--- src/rtl/shift_unit.sv ---
`default_nettype none
// ============================================================================
// Module   : shift_unit
// Purpose  : Multi-cycle barrel shifter (SLL/SRL/SRA/ROL) with a valid/ready
//            handshake. One log-shifter stage per cycle: SHW cycles/result.
// Revision : 1.0  initial release
// ============================================================================
module shift_unit #(
  parameter int WIDTH = 32,   // data width, power of two, >= 4
  parameter int SHW   = 5     // log2(WIDTH)
) (
  input  logic             clock,
  input  logic             resetn,
  input  logic             in_valid,
  output logic             in_ready,
  input  logic [WIDTH-1:0] data_in,
  input  logic [SHW-1:0]   shamt,
  input  logic [1:0]       mode,
  output logic             out_valid,
  input  logic             out_ready,
  output logic [WIDTH-1:0] data_out,
  output logic             busy
);

  localparam logic [1:0] S_IDLE  = 2'd0;
  localparam logic [1:0] S_SHIFT = 2'd1;
  localparam logic [1:0] S_DONE  = 2'd2;

  localparam logic [1:0] M_SLL = 2'b00;
  localparam logic [1:0] M_SRL = 2'b01;
  localparam logic [1:0] M_SRA = 2'b10;

  localparam logic [SHW-1:0] K_TOP = SHW'(SHW - 1);

  logic [1:0]       state_q, state_d;
  logic [SHW-1:0]   k_q, k_d;
  logic [WIDTH-1:0] data_q, data_d;
  logic [SHW-1:0]   shamt_q, shamt_d;
  logic [1:0]       mode_q, mode_d;

  logic             stage_en;
  logic [SHW:0]     stage_amt;
  logic [SHW:0]     stage_ramt;
  logic [WIDTH-1:0] stage_out;

  // One log-shifter stage: shift by 2^k when the captured shamt bit k is set.
  // SRA stays correct across stages because each step preserves the MSB.
  always_comb begin
    stage_en = 1'b0;
    for (int i = 0; i < SHW; i++) begin
      if (k_q == SHW'(i)) stage_en = shamt_q[i];
    end
    stage_amt  = (SHW+1)'(1) << k_q;
    stage_ramt = (SHW+1)'(WIDTH) - stage_amt;
    stage_out  = data_q;
    if (stage_en) begin
      case (mode_q)
        M_SLL:   stage_out = data_q << stage_amt;
        M_SRL:   stage_out = data_q >> stage_amt;
        M_SRA:   stage_out = $signed(data_q) >>> stage_amt;
        default: stage_out = (data_q << stage_amt) | (data_q >> stage_ramt);
      endcase
    end
  end

  // Next-state logic: capture in IDLE, walk stages k=SHW-1..0, hold in DONE.
  always_comb begin
    state_d = state_q;
    k_d     = k_q;
    data_d  = data_q;
    shamt_d = shamt_q;
    mode_d  = mode_q;
    case (state_q)
      S_IDLE: begin
        if (in_valid) begin
          data_d  = data_in;
          shamt_d = shamt;
          mode_d  = mode;
          k_d     = K_TOP;
          state_d = S_SHIFT;
        end
      end
      S_SHIFT: begin
        data_d = stage_out;
        if (k_q == '0) begin
          k_d     = K_TOP;
          state_d = S_DONE;
        end else begin
          k_d = k_q - SHW'(1);
        end
      end
      S_DONE: begin
        // The consuming edge only returns to IDLE; a new request waits a cycle.
        if (out_ready) state_d = S_IDLE;
      end
      default: state_d = S_IDLE;
    endcase
  end

  // State registers; reset clears everything immediately and drops any work.
  always_ff @(posedge clock or negedge resetn) begin
    if (!resetn) begin
      state_q <= S_IDLE;
      k_q     <= K_TOP;
      data_q  <= '0;
      shamt_q <= '0;
      mode_q  <= '0;
    end else begin
      state_q <= state_d;
      k_q     <= k_d;
      data_q  <= data_d;
      shamt_q <= shamt_d;
      mode_q  <= mode_d;
    end
  end

  // in_ready is gated by resetn so it reads 0 during reset, not just after.
  assign in_ready  = resetn & (state_q == S_IDLE);
  assign out_valid = (state_q == S_DONE);
  assign busy      = (state_q != S_IDLE);
  assign data_out  = data_q;

endmodule
`default_nettype wire

--- config.mk ---
export PLATFORM = sky130hd
export DESIGN_NAME = shift_unit
export DESIGN_NICKNAME = d
export VERILOG_FILES = /design/src/rtl/shift_unit.sv
export SDC_FILE = /design/constraint.sdc
export NUM_CORES = 1
export LEC_CHECK = 0
export ABC_AREA = 0
export CELL_PAD_IN_SITES_DETAIL_PLACEMENT = 1
export CELL_PAD_IN_SITES_GLOBAL_PLACEMENT = 1
export CORE_AREA = 2 2 137 139
export CTS_BUF_LIST = sky130_fd_sc_hd__clkbuf_8
export CTS_CLUSTER_DIAMETER = 30
export CTS_CLUSTER_SIZE = 30
export DETAILED_ROUTE_END_ITERATION = 12
export DIE_AREA = 0 0 139 141
export PLACE_DENSITY = 0.82
export SYNTH_ARGS = -nofsm -noshare
export SYNTH_HDL_FRONTEND = slang
export SYNTH_SLANG_ARGS = --single-unit
--- constraint.sdc ---
create_clock -name clock -period 4.45 [get_ports clock]
set_input_delay 0.89 -clock clock [delete_from_list [all_inputs] [get_ports clock]]
set_output_delay 0.89 -clock clock [all_outputs]
set_load 0.02 [all_outputs]
# Word-level counts from Yosys, hierarchy flattened
# Cells that the tools add are included.
classes:
  add_sub_neg: 2
  n_eq_ne: 12
  shifts: 5
  mux: 16
  bitwise: 2
  reduce_logical: 9
ops:
  columns: ["operator", "n"]
  rows:
  - ["$pmux 32 s3", 1]
  - ["$mux 32", 2]
  - ["$pmux 32 s2", 1]
  - ["$shr 32x6->32", 2]
  - ["$or 32x32->32", 1]
  - ["$shl 32x6->32", 1]
  - ["$sshr 32x6->32", 1]
  - ["$eq 5x2->1 const B", 2]
  - ["$mux 5", 2]
  - ["$pmux 5 s2", 1]
  - ["$mux 2", 3]
  - ["$ne 2x2->1 const B", 3]
  - ["$pmux 2 s3", 1]
  - ["$reduce_and 3->1", 2]
  - ["$shl 1x5->6 const A", 1]
  - ["$sub 6x6->6 const A", 1]
  - ["$eq 5x1->1 const B", 1]
  - ["$eq 5x3->1 const B", 1]
  - ["$logic_not 5->1", 1]
  - ["$mux 1", 5]
  - ["$sub 5x1->5 const B", 1]
  - ["$eq 2x1->1 const B", 2]
  - ["$eq 2x2->1 const B", 2]
  - ["$logic_not 2->1", 2]
  - ["4 further kinds", 6]
word_totals:
  register_bits: 46
  out_inout_bits: 35
  elab_cells: 51

# Depth between registers and ports, before layout
# Gate-level depths: netlist of the first run.
logic_depth:
  word_depth: 8
  depth_mapped: 12

# Least setup slack after synthesis of the first run
# OpenSTA, ideal clock, no wires.
synth_path:
  path_kind: "register to register"
  from: "register k_q[0]"
  to: "register data_q[14], in the netlist data_out[14]"
  setup_ns: 0.066
  t_arrival_ns: 2.644
  required_time_ns: 4.384
  setup_slack_ns: 1.740
  path_stages_with_launch: 12
  synth_period_minus_slack_ns: 2.710
  path_cell_list: "dfrtp_1 > buf_2 > buf_2 > clkinv_1 > clkbuf_1 > ha_1 > nor2b_1 > a2111oi_4 > o221ai_2 > a211o_1 > o221ai_1 > a221o_1"
synth_via:
  elab_chain_len: 8
synth_rtl:
  columns: ["item", "line_no", "source"]
  rows:
  - ["from (decl)", "36", "logic [SHW-1:0] k_q, k_d;"]
  - ["from (signal assigned)", "110", "k_q <= k_d;"]
  - ["parallel branches: the longest is 8 deep, another holds $sub 6x6->6", null, null]
  - ["to (signal assigned)", "111", "data_q <= data_d;"]
  - ["to (decl)", "37", "logic [WIDTH-1:0] data_q, data_d;"]
# Several ways; the timed one is not identified. The select of a mux whose other input is x is not followed.
# A chain may end at the register's enable or synchronous reset.

# Worst setup path after layout of the first run
layout_path:
  from: "register k_q[3]"
  to: "register data_q[31], in the netlist data_out[31]"
# Same word-level chain as after synthesis.

==> results of run 1 <==
## cell families after synthesis
| logic type | Yosys count | share of synthesized area, % |
|---|---|---|
| compound gates | 377 | 41.1 |
| fa+ha+maj | 5 | 1.00 |
| buf+inv | 114 | 8.04 |
| flops | 46 | 18.4 |
| mux | 23 | 4.28 |
| simple gates | 342 | 27.2 |
## synthesized netlist by cell type, drive strengths merged (6+ instances only)
| master | n | area share, % |
|---|---|---|
| nor3 | 18 | 1.6 |
| o211ai | 14 | 1.7 |
| dfrtp | 45 | 18 |
| o221ai | 15 | 2.2 |
| a211oi | 20 | 2.4 |
| o31ai | 8 | 0.96 |
| nor2b | 21 | 2.1 |
| inv | 8 | 0.48 |
| a22oi | 12 | 1.7 |
| buf | 45 | 3.9 |
| or3 | 13 | 1.3 |
| clkbuf | 59 | 3.5 |
| nand2b | 22 | 2.2 |
| o21ai | 85 | 7.0 |
| a21oi | 88 | 7.0 |
| nand2 | 122 | 7.3 |
| and2 | 9 | 0.90 |
| a21o | 7 | 0.84 |
| mux2 | 10 | 1.8 |
| and3 | 18 | 1.8 |
| a221o | 6 | 0.96 |
| nor4 | 8 | 1.0 |
| nand3 | 25 | 2.0 |
| a31oi | 18 | 1.8 |
| a2111oi | 7 | 1.3 |
| a221oi | 13 | 1.8 |
| o22ai | 18 | 1.8 |
| mux2i | 11 | 1.8 |
| a311oi | 7 | 0.98 |
| nor2 | 61 | 3.7 |
## worst max-delay path by stage
| stage | cells after the start | slack (ps) | from | to |
|---|---|---|---|---|
| after floorplan | 11 | 1740 | k_q[0]$_DFFE_PN0P_ | data_out[14]$_DFFE_PN0P_ |
| after global routing | 9 | 850 | k_q[1]$_DFFE_PN0P_ | data_out[31]$_DFFE_PN0P_ |
| after global placement | 8 | 1280 | k_q[3]$_DFFE_PN0P_ | data_out[31]$_DFFE_PN0P_ |
| after detailed placement | 8 | 1190 | k_q[3]$_DFFE_PN0P_ | data_out[31]$_DFFE_PN0P_ |
| after CTS | 8 | 1160 | k_q[3]$_DFFE_PN0P_ | data_out[31]$_DFFE_PN0P_ |
| final | 8 | 1040 | k_q[3]$_DFFE_PN0P_ | data_out[31]$_DFFE_PN0P_ |
## flip-flops by register name, indices dropped and copies added (netlist names)
register / count
k_q: 5
data_out: 32
mode_q: 2
state_q: 2
shamt_q: 5
## layer usage
layer  up-vias  global-route usage (%)
met5         -                       0
met4         2                    19.6
met2       660                    59.4
met3       179                    9.61
met1      4163                    51.1
li1       3489                       -
## area by class of cell
type,count,area share [%]
diodes,1,0.0344
clock buffers,5,0.947
repair buffers,116,14.7
well taps,234,4.03
clock inverters,3,0.344
inverters,10,0.517
flip-flops and latches,46,15.9
multi-input cells,747,63.5
## worst max-delay path, delay by kind of cell (launching register included)
family                 cells  cell delay, ps
flip-flops                 1             640
buffers and inverters      2             500
AND/OR/NAND/NOR            2            1140
AO/OA/AOI/OAI              4            1010
## through the flow
step           utilization, %  setup slack [ps]  instances  cell area, um^2  hold WS [ps]
6_report                 39.8              1040       1162             7270           493
5_1_grt                  39.8               855       1161             7260           511
2_1_floorplan               -              1740        907             6260           437
3_5_place_dp             39.3              1190       1153             7170           470
3_3_place_gp             39.3              1280       1153             7170           453
4_1_cts                  39.8              1160       1161             7260           499
==> out/results.md, run 1 <==
## Run status
* **run status** completed

## Synth
* **Distinct cells, synth** 82
* **synthesized cell area** 0.00626 mm^2
* **number of synthesized flops with an enable pin** 0
* **share of flip-flops with an asynchronous set or reset after synthesis** 100%
* **post-synthesis register bit count** 46
* **number of instances in the synthesized netlist** 907
* **Avg Synthesized Cell Area** 6.90 um^2
* **total number of yosys warnings** 0
* **proportion of synthesized chip area in sequential cells** 18.4%
* **total nets after synthesis** 955
* **most common flop cell mapped by yosys** sky130_fd_sc_hd__dfrtp_1

## Route
* **met1 routed wirelength after detailed routing** 15.5 mm
* **post-detailed-routing wire length** 38.9 mm
* **DR WL met2** 16.6 mm
* **Routed met3 length** 4.25 mm
* **Via-to-Cell Ratio** 7.31
* **vias after detailed routing** 8493
* **Detail Route Antenna Nets** 0
* **violation count after the first detailed-routing iteration** 1373
* **first-pass iteration count of the detailed router** 6
* **DRC violation count after routing** 0
* **average routed wire per standard cell** 33.5 um
* **Top Layer Used** met5

## Floorplanning
* **# IOs** 78
* **DIE AREA** 0.0196 mm^2
* **FP Rows** 50
* **y dimension of the die** 141 um
* **Horiz. Die Dim** 139 um
* **Core Region** 0.0183 mm^2
* **Starting Density** 34.2%

## Critical path
* **most frequent CP cell** sky130_fd_sc_hd__buf_4
* **maximum cell stage delay along the critical path** 650 ps
* **critical path startpoint category** flop
* **WS Path Type** reg -> reg
* **slowest library cell on the worst path** sky130_fd_sc_hd__nand2_1
* **r2r startpoint** k_q[3]$_DFFE_PN0P_
* **Register-to-Register Path Depth** 8
* **endpoint of the worst register-to-register path** data_out[31]$_DFFE_PN0P_
* **Req. time, crit path** 4690 ps
* **arrival time at the worst endpoint** 3650 ps
* **worst reg2reg setup slack** 1040 ps
* **largest driver fanout on the critical path** 32
* **crit path cell chain** or3_1 > buf_4 > a2111oi_4 > o221ai_2 > buf_4 > nand2_1 > o21ai_0 > a22o_1
* **critical path endpoint category** flop

## Final layout
* **register area** 0.00116 mm^2
* **number of filler cells placed in the layout** 2328
* **most common cell after layout, fill and taps aside** sky130_fd_sc_hd__nand2_1
* **area grow syn2layout** 16.2%
* **Layout Nets** 974
* **total area of multi-input combinational cells** 0.00461 mm^2
* **top library cells by usage in the layout, fill and taps aside** sky130_fd_sc_hd__nand2_1, sky130_fd_sc_hd__a21oi_1, sky130_fd_sc_hd__o21ai_0, sky130_fd_sc_hd__clkdlybuf4s50_1, sky130_fd_sc_hd__nor2_1
* **layout cells sized above 1** 8.85%

## GRT
* **antenna violations before repair** 4
* **Remaining Overflow, GRT** 0
* **vias in the first global route** 8226
* **first-pass GRT wire length** 57.3 mm
* **gr usage total** 38.9%
* **maximum number of pins on one net before global-route repair** 70

## Clock tree
* **setup fix buffers added after clock tree synthesis** 0
* **maximum count of clock buffers along a single path** 2
* **cell chosen for the clock root** sky130_fd_sc_hd__clkbuf_8
* **count of hold buffers inserted by post-cts repair** 0
* **PostCTS Resize Cnt** 0
* **CTS H-tree depth** 2
* **clock latency of the later-clocked register in the worst-skew pair** 350 ps
* **number of clock buffers inserted by TritonCTS** 5
* **clock-pin slew on the worst setup and hold paths** 120 ps
* **count of clock tree sinks** 46
* **CTS tree** yes

## STA
* **Hold Vio Cnt, Final** 0
* **Rel. slew slack** 27.6%
* **timing-limited maximum frequency** 0.293 GHz
* **total negative slack for setup checks** 0 ps
* **final worst path period share** 76.7%
* **unrepaired setup endpoints after global routing** no
* **slew at the pin closest to its max-slew limit** 1090 ps
* **number of setup violations in the final report** 0
* **final period demand of the worst path** 3410 ps
* **Setup Skew** 12.5 ps
* **max-slew violation count** 0

## Place
* **Port Buf Inserts** 77
* **GPL Wtd Cong** 1.04
* **Final HPWL DP** 27.5 mm

## Worst hold path
* **number of cells on the worst hold path** 2
* **Worst Hold End** shamt_q[4]$_DFFE_PN0P_
* **origin of the worst min-delay path** shamt_q[4]$_DFFE_PN0P_
* **class of the tightest hold or removal check** reg -> reg

## Flow run
* **max-cap check violation count** 0

Power of run 1 is left out: the tool's default activity adds up to more than one toggle a clock period on the data nets, which glitch-free logic cannot reach.
==> run 2, diff against run 1 <==
Clock period 4.45 ns to 3.2 ns, I/O delays scaled along.
==> out/results.md, run 2 (synthesis gave the netlist of run 1 again) <==
## Route
* **DRC violation count after routing** 0, unchanged
* **vias after detailed routing** 8509, +0.19%
* **first-pass iteration count of the detailed router** 8, +2
* **violation count after the first detailed-routing iteration** 1361, -0.87%
* **Via-to-Cell Ratio** 7.13, -2.5%
* **average routed wire per standard cell** 30.4 um, -9.1%
* **post-detailed-routing wire length** 36.3 mm, -6.6%
* **Detail Route Antenna Nets** 0, unchanged

## GRT
* **antenna violations before repair** 1, -3
* **vias in the first global route** 8418, +2.3%
* **first-pass GRT wire length** 54.0 mm, -5.7%
* **Remaining Overflow, GRT** 0, unchanged
* **gr usage total** 36.2%, -2.6 points
* **maximum number of pins on one net before global-route repair** 80, +14%

## STA
* **number of setup violations in the final report** 0, unchanged
* **worst slack on hold paths** 419 ps, -74.7 ps
* **unrepaired setup endpoints after global routing** no
* **timing-limited maximum frequency** 0.320 GHz, +9.1%
* **total negative slack for setup checks** 0 ps, unchanged
* **Setup Skew** 17.7 ps, +5.19 ps
* **max-slew violation count** 0, unchanged
* **final period demand of the worst path** 3130 ps, -284 ps
* **slew at the pin closest to its max-slew limit** 1330 ps, +241 ps
* **Hold Vio Cnt, Final** 0, unchanged
* **final worst path period share** 97.8%, +21 points
* **Rel. slew slack** 11.3%, -16 points

## Place
* **GPL Wtd Cong** 1.08, +3.6%
* **Port Buf Inserts** 77, unchanged
* **Final HPWL DP** 26.3 mm, -4.2%
* **Area after DPL** 0.00748 mm^2, +4.3%
* **Inst Count DP** 1186, +2.9%

## Final layout
* **top library cells by usage in the layout, fill and taps aside** sky130_fd_sc_hd__nand2_1, sky130_fd_sc_hd__a21oi_1, sky130_fd_sc_hd__o21ai_0, sky130_fd_sc_hd__clkdlybuf4s50_1, sky130_fd_sc_hd__buf_4
* **antenna cell count** 0, -1
* **layout cells sized above 1** 11.8%, +2.9 points
* **number of flip-flops under the largest register name** 32, unchanged
* **area grow syn2layout** 21.0%
* **Finished Layout Cells** 1194, +2.8%
* **total area of multi-input combinational cells** 0.00461 mm^2, about the same
* **Layout Nets** 1007, +3.4%
* **number of filler cells placed in the layout** 2346, +0.77%
* **register area** 0.00116 mm^2, unchanged
* **cell area after layout** 0.00757 mm^2, +4.2%
* **most common cell after layout, fill and taps aside** sky130_fd_sc_hd__nand2_1

## Critical path
* **r2r startpoint** k_q[1]$_DFFE_PN0P_
* **critical path endpoint category** flop
* **critical path startpoint category** flop
* **worst reg2reg setup slack** 70 ps, -970 ps
* **arrival time at the worst endpoint** 3370 ps, -280 ps
* **largest driver fanout on the critical path** 16, -50%
* **Register-to-Register Path Depth** 7, -1
* **Req. time, crit path** 3440 ps, -1250 ps
* **endpoint of the worst register-to-register path** data_out[5]$_DFFE_PN0P_
* **WS Path Type** reg -> reg

## Floorplanning
* **# IOs** 78, unchanged
* **FP Rows** 50, unchanged
* **Core Region** 0.0183 mm^2, unchanged
* **Starting Density** 34.2%, unchanged
* **y dimension of the die** 141 um, unchanged
* **Horiz. Die Dim** 139 um, unchanged
* **DIE AREA** 0.0196 mm^2, unchanged

## Clock tree
* **maximum count of clock buffers along a single path** 2, unchanged
* **number of clock buffers inserted by TritonCTS** 5, unchanged
* **CTS H-tree depth** 2, unchanged
* **clock-pin slew on the worst setup and hold paths** 130 ps, about the same
* **clock latency of the later-clocked register in the worst-skew pair** 360 ps, about the same
* **setup fix buffers added after clock tree synthesis** 0, unchanged
* **count of clock tree sinks** 46, unchanged
* **PostCTS Resize Cnt** 0, unchanged
* **cell chosen for the clock root** sky130_fd_sc_hd__clkbuf_8
* **count of hold buffers inserted by post-cts repair** 0, unchanged
* **CTS tree** yes

## Run status
* **run status** completed

## Worst hold path
* **class of the tightest hold or removal check** in -> async

## Flow run
* **max-cap check violation count** 0, unchanged

[run 2: cell types whose count changed in the layout (fill, tap and decap cells not counted), sizes merged]
cell / previous run / this run
buf: 40 / 73
clkinvlp: 1 / 2
diode: 1 / 0
clkinv: 3 / 2
[run 2: stage by stage]
step	util, %	setup slack (ps)
final	41.4	71.6
after global routing	41.4	22.6
after CTS	41.4	192
after detailed placement	40.9	216
after global placement	40.9	309
after floorplan	-	490
[run 2: worst max-delay path, stage by stage, from the launching register on]
cell and delay [ps]:
sky130_fd_sc_hd__dfrtp_1 540, sky130_fd_sc_hd__buf_4 270, sky130_fd_sc_hd__nor4b_2 1130, sky130_fd_sc_hd__buf_4 350, sky130_fd_sc_hd__nor2_1 140, sky130_fd_sc_hd__a31oi_1 200
sky130_fd_sc_hd__a221oi_1 110, sky130_fd_sc_hd__a221o_1 270
[run 2: how the worst max path moves through the flow]
stage	startpoint	cells past startpoint	endpoint	slack [ps]
global route	k_q[1]$_DFFE_PN0P_	8	data_out[30]$_DFFE_PN0P_	20
CTS	k_q[1]$_DFFE_PN0P_	8	data_out[30]$_DFFE_PN0P_	190
detailed placement	k_q[1]$_DFFE_PN0P_	8	data_out[30]$_DFFE_PN0P_	220
floorplan	k_q[0]$_DFFE_PN0P_	11	data_out[14]$_DFFE_PN0P_	490
global placement	k_q[1]$_DFFE_PN0P_	7	data_out[5]$_DFFE_PN0P_	310
finish	k_q[1]$_DFFE_PN0P_	7	data_out[5]$_DFFE_PN0P_	70
[run 2: per-layer routing]
metal / routed length, um / vias up / global-route usage, %
met3: 4110 / 212 / 7.91
met5: 0 / - / 0
met4: 2820 / 0 / 22.9
li1: - / 3543 / -
met1: 14000 / 4060 / 46.9
met2: 15400 / 694 / 54.9
[run 2: area by class of cell]
class                           count  area share [%]
Clock inverter                      3           0.314
Clock buffer                        5           0.909
Tap cell                          234            3.87
Timing Repair Buffer              149            18.2
Sequential cell                    46            15.3
Multi-Input combinational cell    747            60.9
Inverter                           10           0.496
Power of run 2 is left out for the same reason.
==> run 3, diff against run 2 <==
--- a/config.mk
+++ b/config.mk
@@ -16,3 +16,3 @@
 export DIE_AREA = 0 0 139 141
-export PLACE_DENSITY = 0.82
+export PLACE_DENSITY = 0.85
 export SYNTH_ARGS = -nofsm -noshare
@@ -20 +20,2 @@
 export SYNTH_SLANG_ARGS = --single-unit
+export TNS_END_PERCENT = 1
==> constraint.sdc (replaced) <==
create_clock -name clock -period 2.5 [get_ports clock]
set_input_delay 0.5 -clock clock [delete_from_list [all_inputs] [get_ports clock]]
set_output_delay 0.5 -clock clock [all_outputs]
set_load 0.05 [all_outputs]
==> out/results.md, run 3 (synthesis gave the netlist of run 1 again) <==
## Clock tree
* **CTS tree** yes
* **maximum count of clock buffers along a single path** 2, unchanged
* **CTS H-tree depth** 2, unchanged
* **number of clock buffers inserted by TritonCTS** 5, unchanged
* **count of clock tree sinks** 46, unchanged
* **cell chosen for the clock root** sky130_fd_sc_hd__clkbuf_8
* **clock-pin slew on the worst setup and hold paths** 120 ps, about the same
* **clock latency of the later-clocked register in the worst-skew pair** 350 ps, about the same
* **count of hold buffers inserted by post-cts repair** 0, unchanged

## Floorplanning
* **FP Rows** 50, unchanged
* **y dimension of the die** 141 um, unchanged
* **Core Region** 0.0183 mm^2, unchanged
* **Starting Density** 34.2%, unchanged
* **Horiz. Die Dim** 139 um, unchanged
* **DIE AREA** 0.0196 mm^2, unchanged
* **# IOs** 78, unchanged

## Critical path
* **critical path endpoint category** flop
* **critical path startpoint category** flop
* **Req. time, crit path** 2730 ps, -710 ps
* **most frequent CP cell** sky130_fd_sc_hd__buf_4
* **WS Path Type** reg -> reg
* **arrival time at the worst endpoint** 2780 ps, -590 ps
* **family of cells with the greatest summed delay on the critical path** compound AO/OA/AOI/OAI gates
* **maximum cell stage delay along the critical path** 620 ps, -510 ps
* **crit path cell chain** buf_6 > buf_4 > a21oi_1 > buf_4 > buf_4 > o211ai_1 > a211oi_2 > o311ai_2 > o211ai_1
* **largest driver fanout on the critical path** 13, -3
* **worst reg2reg setup slack** -40 ps, -120 ps
* **slowest library cell on the worst path** sky130_fd_sc_hd__dfstp_2
* **total buffers and inverters traversed by the critical path** 4, +2

## STA
* **unrepaired setup endpoints after global routing** yes
* **Setup Skew** 9.95 ps, -7.72 ps
* **Hold Vio Cnt, Final** 0, unchanged
* **Rel. slew slack** 45.0%, +34 points
* **total negative slack for setup checks** -83.9 ps, -83.9 ps
* **final worst path period share** 102%, +4.0 points
* **timing-limited maximum frequency** 0.393 GHz, +23%
* **number of setup violations in the final report** 5, +5
* **worst slack on hold paths** 308 ps, -111 ps
* **max-slew violation count** 0, unchanged
* **final period demand of the worst path** 2540 ps, -584 ps
* **slew at the pin closest to its max-slew limit** 825 ps, -501 ps
* **final setup margin** -44.0 ps, -116 ps

## GRT
* **Remaining Overflow, GRT** 0, unchanged
* **gr usage total** 41.9%, +5.7 points
* **antenna violations before repair** 1, unchanged
* **vias in the first global route** 9587, +14%
* **maximum number of pins on one net before global-route repair** 47, -41%
* **first-pass GRT wire length** 61.7 mm, +14%

## Place
* **pre-CTS setup slack** -237 ps, -453 ps
* **Port Buf Inserts** 77, unchanged
* **GPL Wtd Cong** 1.08, +0.40%
* **Area after DPL** 0.00877 mm^2, +17%
* **Final HPWL DP** 32.0 mm, +22%

## Run status
* **run status** finished with violations
* **violations in the final reports** negative setup slack

## Flow run
* **max-cap check violation count** 0, unchanged

## Route
* **Via-to-Cell Ratio** 6.96, -2.3%
* **post-detailed-routing wire length** 42.6 mm, +17%
* **average routed wire per standard cell** 31.4 um, +3.1%
* **DRC violation count after routing** 0, unchanged
* **first-pass iteration count of the detailed router** 8, unchanged
* **vias after detailed routing** 9461, +11%
* **violation count after the first detailed-routing iteration** 1226, -9.9%
* **Detail Route Antenna Nets** 0, unchanged

## Final layout
* **layout cells sized above 1** 28.7%, +17 points
* **Layout Nets** 1170, +16%
* **top library cells by usage in the layout, fill and taps aside** sky130_fd_sc_hd__buf_4, sky130_fd_sc_hd__nand2_1, sky130_fd_sc_hd__a21oi_1, sky130_fd_sc_hd__o21ai_0, sky130_fd_sc_hd__clkdlybuf4s50_1
* **most common cell after layout, fill and taps aside** sky130_fd_sc_hd__buf_4
* **area grow syn2layout** 47.8%
* **number of flip-flops under the largest register name** 32, unchanged
* **cell area after layout** 0.00925 mm^2, +22%

## Worst hold path
* **class of the tightest hold or removal check** in -> async

[run 3: layer usage]
metal  share of wire (%)  up-vias  GRT usage [%]
li1                    -     3873              -
met1                  38     4627           51.4
met2                  44      735           66.0
met3                  11      226           10.6
met4                 7.6        0           26.0
met5                   0        -              0
[run 3: path summary, 6_finish.rpt]
check / start / cells after the start / end
min reg2reg: shamt_q[2]$_DFFE_PN0P_ / 2 / shamt_q[2]$_DFFE_PN0P_
max in group asynchronous: resetn / 2 / k_q[0]$_DFFE_PN0P_
min in group clock: shamt_q[2]$_DFFE_PN0P_ / 2 / shamt_q[2]$_DFFE_PN0P_
max reg2reg: k_q[2]$_DFFE_PN1P_ / 9 / data_out[6]$_DFFE_PN0P_
min: resetn / 2 / state_q[0]$_DFFE_PN0P_
max: k_q[2]$_DFFE_PN1P_ / 9 / data_out[6]$_DFFE_PN0P_
[run 3: timing repair]
action / 4_1_cts / 5_1_grt
resized for setup: 26 / 49
setup endpoints to repair: 22 / 31
endpoints found under the hold margin: 0 / 0
setup buffers: 0 / 6
pin swaps: 2 / 13
[run 3: through the flow]
step / std cells / util (%)
6_report: 1359 / 50.6
5_1_grt: 1358 / 50.6
4_1_cts: 1351 / 49.1
3_5_place_dp: 1343 / 48.0
3_3_place_gp: 1343 / 48.0
2_1_floorplan: 907 / -
[run 3: cell type report]
cell class | instances | area, um^2
fill | 2266 | 9020
multi-input combinational | 747 | 4880
timing repair buffer | 312 | 2780
sequential | 46 | 1160
tap | 234 | 293
clock buffer | 5 | 68.8
inverter | 10 | 40.0
clock inverter | 3 | 28.8
antenna | 2 | 5.00
Power of run 3 is left out for the same reason.
